[config.mk]
export PLATFORM = sky130hd
export DESIGN_NAME = mul_issue_taint
export DESIGN_NICKNAME = d
export VERILOG_FILES = /design/src/rtl/mul_issue_taint.sv
export SDC_FILE = /design/constraint.sdc
export NUM_CORES = 1
export LEC_CHECK = 0
export ABC_CLOCK_PERIOD_IN_PS = 2300
export BUFFER_PORTS_ARGS = -buffer_cell sky130_fd_sc_hd__buf_2
export CAP_MARGIN = 25
export CORE_MARGIN = 2
export CORE_UTILIZATION = 55
export CTS_BUF_LIST = sky130_fd_sc_hd__clkbuf_4 sky130_fd_sc_hd__clkbuf_8 sky130_fd_sc_hd__clkbuf_16
export CTS_CLUSTER_DIAMETER = 200
export DETAILED_ROUTE_END_ITERATION = 10
export PLACE_DENSITY = 0.81
export SLEW_MARGIN = 25
export SYNTH_ARGS = -nofsm -noshare
export SYNTH_HDL_FRONTEND = slang
export SYNTH_SLANG_ARGS = --single-unit
[constraint.sdc]
create_clock -name i_clk -period 2.3 [get_ports i_clk]
set_input_delay 0.23 -clock i_clk [delete_from_list [all_inputs] [get_ports i_clk]]
set_output_delay 0.23 -clock i_clk [all_outputs]
set_load 0.02 [all_outputs]
[src/rtl/mul_issue_taint.sv]
// Queued operand issuer for a variable-latency multiplier path. Every value
// signal carries a 1-bit shadow taint so information flow into response timing can be checked.
module mul_issue_taint #(
   parameter int WIDTH   = 4,
   parameter int DEPTH   = 4,
   parameter int TIMEOUT = 12
) (
   input  logic                 i_clk,
   input  logic                 i_rst,
   input  logic                 i_req_valid,
   input  logic                 i_req_valid_t,
   input  logic [WIDTH-1:0]     i_req_a,
   input  logic                 i_req_a_t,
   input  logic [WIDTH-1:0]     i_req_b,
   input  logic                 i_req_b_t,
   output logic                 o_req_ready,
   output logic                 o_req_ready_t,
   output logic                 o_mul_in_valid,
   output logic                 o_mul_in_valid_t,
   output logic [WIDTH-1:0]     o_mul_in_a,
   output logic [WIDTH-1:0]     o_mul_in_b,
   output logic                 o_mul_in_a_t,
   output logic                 o_mul_in_b_t,
   input  logic                 i_mul_out_valid,
   input  logic                 i_mul_out_valid_t,
   input  logic [2*WIDTH-1:0]   i_mul_out_result,
   input  logic                 i_mul_out_result_t,
   output logic                 o_rsp_valid,
   output logic                 o_rsp_valid_t,
   output logic [2*WIDTH-1:0]   o_rsp_data,
   output logic                 o_rsp_data_t,
   output logic [3:0]           o_rsp_latency,
   output logic                 o_rsp_latency_t,
   output logic                 o_rsp_timeout,
   output logic                 o_rsp_timeout_t,
   output logic [1:0]           o_dbg_state
);

   localparam int PW = (DEPTH > 1) ? $clog2(DEPTH) : 1;

   localparam logic [1:0] S_IDLE  = 2'd0;
   localparam logic [1:0] S_ISSUE = 2'd1;
   localparam logic [1:0] S_WAIT  = 2'd2;
   localparam logic [1:0] S_RESP  = 2'd3;

   localparam logic [3:0]    TO_VAL   = 4'(TIMEOUT);
   localparam logic [3:0]    LAT_ONE  = 4'd1;
   localparam logic [PW:0]   CNT_FULL = (PW+1)'(DEPTH);
   localparam logic [PW:0]   CNT_ONE  = (PW+1)'(1);
   localparam logic [PW:0]   CNT_ZERO = '0;
   localparam logic [PW-1:0] PTR_LAST = PW'(DEPTH-1);
   localparam logic [PW-1:0] PTR_ONE  = PW'(1);

   // Request storage: operands and their taints travel together.
   logic [WIDTH-1:0] r_mem_a  [DEPTH];
   logic [WIDTH-1:0] r_mem_b  [DEPTH];
   logic             r_mem_at [DEPTH];
   logic             r_mem_bt [DEPTH];

   logic [PW-1:0]      r_wr_ptr;
   logic [PW-1:0]      r_rd_ptr;
   logic [PW:0]        r_count;
   logic [1:0]         r_state;
   logic [3:0]         r_lat_cnt;
   logic               r_iss_at;
   logic               r_iss_bt;
   logic [2*WIDTH-1:0] r_rsp_data;
   logic [3:0]         r_rsp_latency;
   logic               r_rsp_timeout;
   logic               r_rsp_data_t;
   logic               r_cnt_t;
   logic               r_ctrl_t;

   logic          w_ready;
   logic          w_push;
   logic          w_pop;
   logic [PW-1:0] w_wr_nxt;
   logic [PW-1:0] w_rd_nxt;
   logic          w_wait_taint;
   logic          w_capture;

   assign w_ready  = (r_count != CNT_FULL);
   assign w_push   = i_req_valid & w_ready;
   assign w_pop    = (r_state == S_ISSUE);
   assign w_wr_nxt = (r_wr_ptr == PTR_LAST) ? '0 : r_wr_ptr + PTR_ONE;
   assign w_rd_nxt = (r_rd_ptr == PTR_LAST) ? '0 : r_rd_ptr + PTR_ONE;

   // Operand taint of the in-flight request reaches control only while its completion is awaited.
   assign w_wait_taint = (r_state == S_WAIT) &
                         (i_mul_out_valid_t | r_iss_at | r_iss_bt);
   assign w_capture    = (r_state == S_WAIT) &
                         (i_mul_out_valid | (r_lat_cnt == TO_VAL));

   // Queue storage and pointers.
   always_ff @(posedge i_clk) begin
      if (i_rst) begin
         r_wr_ptr <= '0;
         r_rd_ptr <= '0;
         r_count  <= '0;
         for (int i = 0; i < DEPTH; i++) begin
            r_mem_a[i]  <= '0;
            r_mem_b[i]  <= '0;
            r_mem_at[i] <= 1'b0;
            r_mem_bt[i] <= 1'b0;
         end
      end else begin
         if (w_push) begin
            r_mem_a[r_wr_ptr]  <= i_req_a;
            r_mem_b[r_wr_ptr]  <= i_req_b;
            r_mem_at[r_wr_ptr] <= i_req_a_t;
            r_mem_bt[r_wr_ptr] <= i_req_b_t;
            r_wr_ptr           <= w_wr_nxt;
         end
         if (w_pop) begin
            r_rd_ptr <= w_rd_nxt;
         end
         case ({w_push, w_pop})
            2'b10:   r_count <= r_count + CNT_ONE;
            2'b01:   r_count <= r_count - CNT_ONE;
            default: r_count <= r_count;
         endcase
      end
   end

   // Issue / wait / respond sequencing and the held response registers.
   always_ff @(posedge i_clk) begin
      if (i_rst) begin
         r_state       <= S_IDLE;
         r_lat_cnt     <= '0;
         r_iss_at      <= 1'b0;
         r_iss_bt      <= 1'b0;
         r_rsp_data    <= '0;
         r_rsp_latency <= '0;
         r_rsp_timeout <= 1'b0;
      end else begin
         case (r_state)
            S_IDLE: begin
               if (r_count != CNT_ZERO) begin
                  r_state <= S_ISSUE;
               end
            end
            S_ISSUE: begin
               r_lat_cnt <= LAT_ONE;
               r_iss_at  <= r_mem_at[r_rd_ptr];
               r_iss_bt  <= r_mem_bt[r_rd_ptr];
               r_state   <= S_WAIT;
            end
            S_WAIT: begin
               // A completion on the last allowed cycle still counts as a real result.
               if (i_mul_out_valid) begin
                  r_rsp_data    <= i_mul_out_result;
                  r_rsp_latency <= r_lat_cnt;
                  r_rsp_timeout <= 1'b0;
                  r_state       <= S_RESP;
               end else if (r_lat_cnt == TO_VAL) begin
                  r_rsp_data    <= '0;
                  r_rsp_latency <= TO_VAL;
                  r_rsp_timeout <= 1'b1;
                  r_state       <= S_RESP;
               end else begin
                  r_lat_cnt <= r_lat_cnt + LAT_ONE;
               end
            end
            default: begin
               r_state <= (r_count != CNT_ZERO) ? S_ISSUE : S_IDLE;
            end
         endcase
      end
   end

   // Sticky shadow taint; once set only reset clears it.
   always_ff @(posedge i_clk) begin
      if (i_rst) begin
         r_cnt_t      <= 1'b0;
         r_ctrl_t     <= 1'b0;
         r_rsp_data_t <= 1'b0;
      end else begin
         r_cnt_t  <= r_cnt_t | i_req_valid_t | r_ctrl_t;
         r_ctrl_t <= r_ctrl_t | r_cnt_t | w_wait_taint;
         if (w_capture) begin
            r_rsp_data_t <= r_rsp_data_t | i_mul_out_result_t | r_ctrl_t;
         end
      end
   end

   assign o_req_ready      = w_ready;
   assign o_req_ready_t    = r_cnt_t;
   assign o_mul_in_valid   = (r_state == S_ISSUE);
   assign o_mul_in_valid_t = r_ctrl_t;
   assign o_mul_in_a       = r_mem_a[r_rd_ptr];
   assign o_mul_in_b       = r_mem_b[r_rd_ptr];
   assign o_mul_in_a_t     = r_mem_at[r_rd_ptr];
   assign o_mul_in_b_t     = r_mem_bt[r_rd_ptr];
   assign o_rsp_valid      = (r_state == S_RESP);
   assign o_rsp_valid_t    = r_ctrl_t;
   assign o_rsp_data       = r_rsp_data;
   assign o_rsp_data_t     = r_rsp_data_t;
   assign o_rsp_latency    = r_rsp_latency;
   assign o_rsp_latency_t  = r_ctrl_t;
   assign o_rsp_timeout    = r_rsp_timeout;
   assign o_rsp_timeout_t  = r_ctrl_t;
   assign o_dbg_state      = r_state;

endmodule

After elaboration in Yosys (flattened, before gate mapping)
Memories as Yosys holds them, arrays and structs flattened. A register that Yosys moved wholly into a read port is not among the register bits.
Index checks and enable logic that the tools add are counted.
{ "classes": {"n_shift": 0, "bitwise": 12, "n_lt_le_gt_ge": 0, "div": 0, "n_reduce_logical": 12, "eq_ne": 13, "mul": 0, "add_sub_neg": 5, "muxes": 42} }
{ "ops": {"columns": ["cell", "count"], "rows": [
  ["$mux 2", 17],
  ["$mux 4", 6],
  ["$mux 8", 2],
  ["$mux 1", 14],
  ["$eq 2x2->1 const B", 5],
  ["$or 1x1->1", 9],
  ["$pmux 4 s2", 1],
  ["$reduce_or 4->1", 2],
  ["$ne 2x2->1 const B", 3],
  ["$pmux 2 s3", 1],
  ["$pmux 3 s2", 1],
  ["$reduce_bool 2->1", 3],
  ["$add 2x1->2 const B", 2],
  ["$add 4x1->4 const B", 1],
  ["$eq 2x1->1 const B", 2],
  ["$eq 4x4->1 const B", 1],
  ["$reduce_and 2->1", 2],
  ["$add 3x1->3 const B", 1],
  ["$and 1x1->1", 3],
  ["$ne 3x2->1 const B", 1],
  ["$ne 3x3->1 const B", 1],
  ["$reduce_and 3->1", 1],
  ["$reduce_bool 3->1", 1],
  ["$sub 3x1->3 const B", 1],
  ["other kinds (2)", 3]
]} }
{ "totals": {"input_bits": 25, "wordCells": 101, "n_memories": 4, "register_bits": 31, "output_inout_bits": 34, "latchBits": 0, "romBits": 0, "ram_bits": 40} }
{ "mem_list": {"columns": ["name", "words", "width", "read_ports", "rd_ports_with_merged_regs", "write_ports", "line", "text"], "rows": [
  ["r_mem_a", 4, 4, 1, 1, 4, "55", "logic [WIDTH-1:0] r_mem_a [DEPTH];"],
  ["r_mem_b", 4, 4, 1, 1, 4, "56", "logic [WIDTH-1:0] r_mem_b [DEPTH];"],
  ["r_mem_at", 4, 1, 1, 1, 4, "57", "logic r_mem_at [DEPTH];"],
  ["r_mem_bt", 4, 1, 1, 1, 4, "58", "logic r_mem_bt [DEPTH];"]
]} }

Logic depth before layout (Yosys ltp)
{ "logic_depth": {"ltp_word": 7, "ltp_mapped": 9, "ltp_nobuf": 9} }

Worst setup path before layout
OpenSTA, ideal clock, no wires.
{ "synth_timing": {"path_kind": "register to register", "from": "register r_count[0]", "to": "register r_count[2]", "period_less_slack_ns": 2.145, "arrival_time_ns": 2.075, "setup_ns": 0.071, "t_required_ns": 2.229, "stages_incl_launch_ff": 10, "setup_slack_ns": 0.155, "path_buffers": 0, "path_cell_list": "dfxtp_1 nor3b_4 inv_2 nand2_1 ha_1 inv_1 fa_1 xor2_1 or3_1 a21oi_1"} }
{ "synth_between": {"elab_chain_cells": 4, "word_cells_on_any_way": 8, "cone_classes": "add/sub: 2; eq/ne: 3; mux: 1; bitwise: 1; reduce/logical: 1"} }
{ "synth_rtl": {"columns": ["element", "line", "text"], "rows": [
  ["start, declared", "62", "logic [PW:0] r_count;"],
  ["start signal, assigned", "118", "2'b10: r_count <= r_count + CNT_ONE;"],
  ["start signal, assigned", "119", "2'b01: r_count <= r_count - CNT_ONE;"],
  ["start signal, assigned", "120", "default: r_count <= r_count;"],
  ["$ne 3x3->1 (*)", "82", "assign w_ready = (r_count != CNT_FULL);"],
  ["net o_req_ready", "16", "output logic o_req_ready,"],
  ["$and 1x1->1 (*)", "83", "assign w_push = i_req_valid & w_ready;"],
  ["$eq 2x1->1 / $eq 2x2->1 (equally long branches)", "117", "case ({w_push, w_pop})"],
  ["$pmux 3 s2 / $reduce_bool 2->1 (equally long branches)", null, null]
]} }
The timed path passes the listed nets; every way through them passes the cells marked *.
A chain may end at the register's enable or synchronous reset.

Worst setup path in the final report
{ "layout_timing": {"from": "register r_count[0]", "to": "register r_count[2]"} }
{ "layout_between": {"elab_chain_cells": 4, "word_cells_on_any_way": 8, "cone_classes": "add/sub: 2; eq/ne: 3; mux: 1; bitwise: 1; reduce/logical: 1"} }
{ "layout_rtl": {"columns": ["element", "line"], "rows": [
  ["$ne 3x3->1", "82"],
  ["$and 1x1->1", "83"],
  ["$eq 2x1->1 / $eq 2x2->1 (equally long branches)", "117"],
  ["$pmux 3 s2 / $reduce_bool 2->1 (equally long branches)", null]
]} }
Several ways; a longest one is shown, not always the timed one.

==> metrics.md <==
| Metric | Value |
|---|---|
| Status | `complete, no violations` |
| Antenna cells | `0` |
| Total grt overflow | `0` |
| CP Capture Type | `flip-flop` |
| Critical Path Fanout Max | `4` |
| Final min period | `2.141 ns` |
| Worst-Margin Slew | `0.7102 ns` |
| Min-delay src | `i_mul_out_result[0]` |
| Post-Synth Adder-Cell Area | `4.170%` |
| RSZ-0062 raised after global routing | `no` |
| Std cell rows | `27` |
| Clock Path Buffers | `2` |
| Syn Inst Count | `250` |
| Final setup fails | `0` |
| Dpl ws | `0.08580 ns` |
| Placer Congestion | `0.8007` |
| Ys Warns | `0` |
| WHS Path Cells | `2` |
| Slowest stage delay, CP | `0.37 ns` |
| Total CTS buffers | `9` |
| Largest net degree at the start of global routing | `29` |
| WP data arrival | `2.41 ns` |
| Die Wd | `80.05 um` |
| Detail Route Antenna Nets | `0` |
| Slowest CP cell | `dfxtp_1` |
| CP top delay family | `simple AND/OR/NAND/NOR gates` |
| Vias in the first global route | `1977` |
| DR iter-0 viols | `95` |
| Reg2Reg Depth | `9` |
| # clock sinks | `73` |
| Antenna violations before repair | `0` |
| Post-layout util | `67.93%` |
| Syn nets | `285` |
| Setup tns final | `0 ns` |
| Vias/cell | `5.285` |
| Critical path, cell by cell | `nor3b_4, inv_2, nand2_1, ha_1, inv_1, fa_1, xor2_1, or3_1, a21oi_1` |
| Cts hold-fix bufs | `0` |
| Drt wl/cell | `15.11 um` |
| CTS clk-pin slew, worst paths | `0.07 ns` |
| Total wire length | `5.982 mm` |
| Die height | `80.05 um` |
| I/O pin count | `59` |
| Root Buffer | `clkbuf_8` |
| Routed vias | `2093` |
| Share of cells above drive strength 1 | `31.48%` |
| Drt drc | `0` |
| Max_slew headroom | `52.43%` |
| Port Buffers | `58` |
| Area growth, synth to finish | `18.33%` |
| Post-DP HPWL | `4.219 mm` |
| Synth Area in XOR/XNOR | `0.5507%` |
| Tightest Hold Check Type | `in -> reg` |
| CP Depth | `9` |
| Mapped Area | `3181 um^2` |
| F_max | `467.1 MHz` |
| Async SR Flop Fraction | `0%` |
| CP startpoint kind | `flip-flop` |
| Global-route wire length before repair | `9.453 mm` |
| Synth Flop Type | `edfxtp_1` |
| Overall routing resource usage | `20.01%` |
| Largest family of logic cells by synthesized area | `simple AND/OR/NAND/NOR gates` |
| FF-to-FF setup slack | `0.16 ns` |
| Layout Skew | `0.01149 ns` |
| Nets | `354` |
| WS Path Type | `reg -> reg` |
| Maximum vdd drop | `0.4404 mV` |
| Max-cap viol count | `0` |
| Die Area | `6407 um^2` |
| Simple-Gate Fraction of Synth Area | `15.97%` |
| Sequential area share after synthesis | `58.54%` |
| Mux cell area share after synthesis | `9.048%` |
| Final setup margin | `0.1589 ns` |
| WP buf/inv | `2` |
| Critical Path RT | `2.57 ns` |
| Final hold violation count | `0` |
| FF+latch count, synth | `73` |
| Post-synthesis compound-gate area fraction | `8.497%` |
| Period utilisation layout | `93.09%` |
| Post-synthesis average cell area | `12.72 um^2` |
| Hold EP | `o_rsp_data[0]` |
| Pwr/cell area | `934.5 nW/um^2` |
| Clk_lat worst skew | `0.33 ns` |
| RR Startpoint | `r_count[0]` |
| Reg2reg end | `r_count[2]` |
| First drt pass iteration count | `4` |
| Post-synth EDFFs | `40` |
| CTS tree | `yes` |
| Synth cell types | `43` |
| Core box area | `5540 um^2` |
| Max H-tree Level | `3` |
| Leakage | `0.001570 uW` |
| Starting Density | `57.41%` |
| Max-slew violations | `0` |
==> cell usage after synthesis, types with 2 or more instances <==
library cell  count  share of area (%)
ha_1              9                3.5
mux4_2           10                7.1
dfxtp_1          33                 21
buf_2             4               0.63
nor2_1           14                1.7
buf_1             2               0.24
o31ai_1           2               0.47
nand2_1           7               0.83
xor2_1            2               0.55
clkbuf_1          3               0.35
nor4_2            2               0.79
buf_4             3               0.71
nor3b_1           3               0.71
a21oi_1          11                1.7
a211oi_1          2               0.47
edfxtp_1         40                 38
mux2_2            2               0.71
inv_1            10                1.2
nand3_1           4               0.63
o21ai_0           5               0.79
a22o_1           10                2.8
nor3_1            9                1.4
mux2i_1           4                1.3
and2_1           40                7.9
==> layer usage <==
metal	global-route usage [%]	vias to the layer above	wire [um]
met4	8.136	0	56
met5	0	-	0
met2	31.25	44	2998
met1	27.09	1002	2636
met3	4.638	5	290
li1	-	1042	-
==> area by class of cell <==
| class | instances | area (um^2) |
|---|---|---|
| repair buffers | 70 | 392.9 |
| inverters | 11 | 41.29 |
| clock buffers | 9 | 123.9 |
| well taps | 72 | 90.09 |
| multi-input cells | 154 | 1216 |
| fillers | 430 | 1777 |
| clock inverters | 7 | 37.54 |
| flip-flops and latches | 73 | 1862 |
==> state kept, by name (all words and copies together), names as in the netlist, 2 cells and up, named ones only <==
signal         cells
o_dbg_state        2
o_rsp_data         8
o_rsp_latency      4
r_count            3
r_lat_cnt          4
r_mem_a           16
r_mem_at           4
r_mem_b           16
r_mem_bt           4
r_rd_ptr           2
r_wr_ptr           2
==> per-stage QoR <==
stage	total power [uW]	hold slack [ns]	instances	area, um^2
2_1_floorplan	2402	0.3267	250	3181
3_3_place_gp	2679	0.4472	378	3587
3_5_place_dp	2717	0.4550	378	3587
4_1_cts	3535	0.09471	394	3749
5_1_grt	3709	0.09984	396	3764
6_report	3517	0.1134	396	3764
==> timing repair <==
action                                  in CTS  in global routing
resized for setup                            0                  0
setup buffers                                0                  2
endpoints found under the setup margin       0                  1
hold endpoints to repair                     0                  0
==> how the worst max path moves through the flow <==
| stage | start | endpoint | slack [ns] |
|---|---|---|---|
| floorplan | r_count[0] | r_count[2] | 0.15 |
| CTS | r_count[0] | r_count[2] | 0.06 |
| finish | r_count[0] | r_count[2] | 0.16 |
| detailed placement | r_count[2] | r_count[2] | 0.09 |
| global placement | r_count[0] | r_count[2] | 0.15 |
| global route | r_count[2] | r_count[2] | 0.04 |
==> power breakdown <==
group          switching, uW  internal (uW)
sequential               138           1550
clock                    445            377
combinational            548            457
==> cell usage in the layout, fill, tap and decap left out, types with 2 or more instances in the layout <==
cell	instances
mux2i_1	4
a211oi_1	2
edfxtp_1	40
inv_1	10
clkinv_1	2
and2_1	40
nand2_1	7
ha_1	9
nor2_1	14
buf_4	11
dfxtp_1	33
o31ai_1	2
a22o_1	10
nor3_1	9
nor3b_1	3
o21ai_0	5
xor2_1	2
a21oi_1	11
mux4_2	10
buf_2	58
nor4_2	2
clkinv_2	3
clkbuf_8	9
clkinvlp_4	2
nand3_1	4
mux2_2	2
==> worst reg2reg max path, delay by kind of cell (launching register included) <==
kind            cells  cell delay [ns]
simple gates        3             0.71
flops               1             0.37
compound gates      1             0.14
buf+inv             2             0.15
fa+ha+maj           2             0.56
xor+xnor            1             0.16
==> cells by family (layout without fill, tap and decap cells) <==
group / count (synthesis) / in the layout
compound gates: 39 / 39
xor+xnor: 2 / 2
fa+ha+maj: 10 / 10
buf+inv: 23 / 97
flops: 73 / 73
mux: 16 / 16
simple gates: 87 / 87
(Power assumes the default switching activity.)
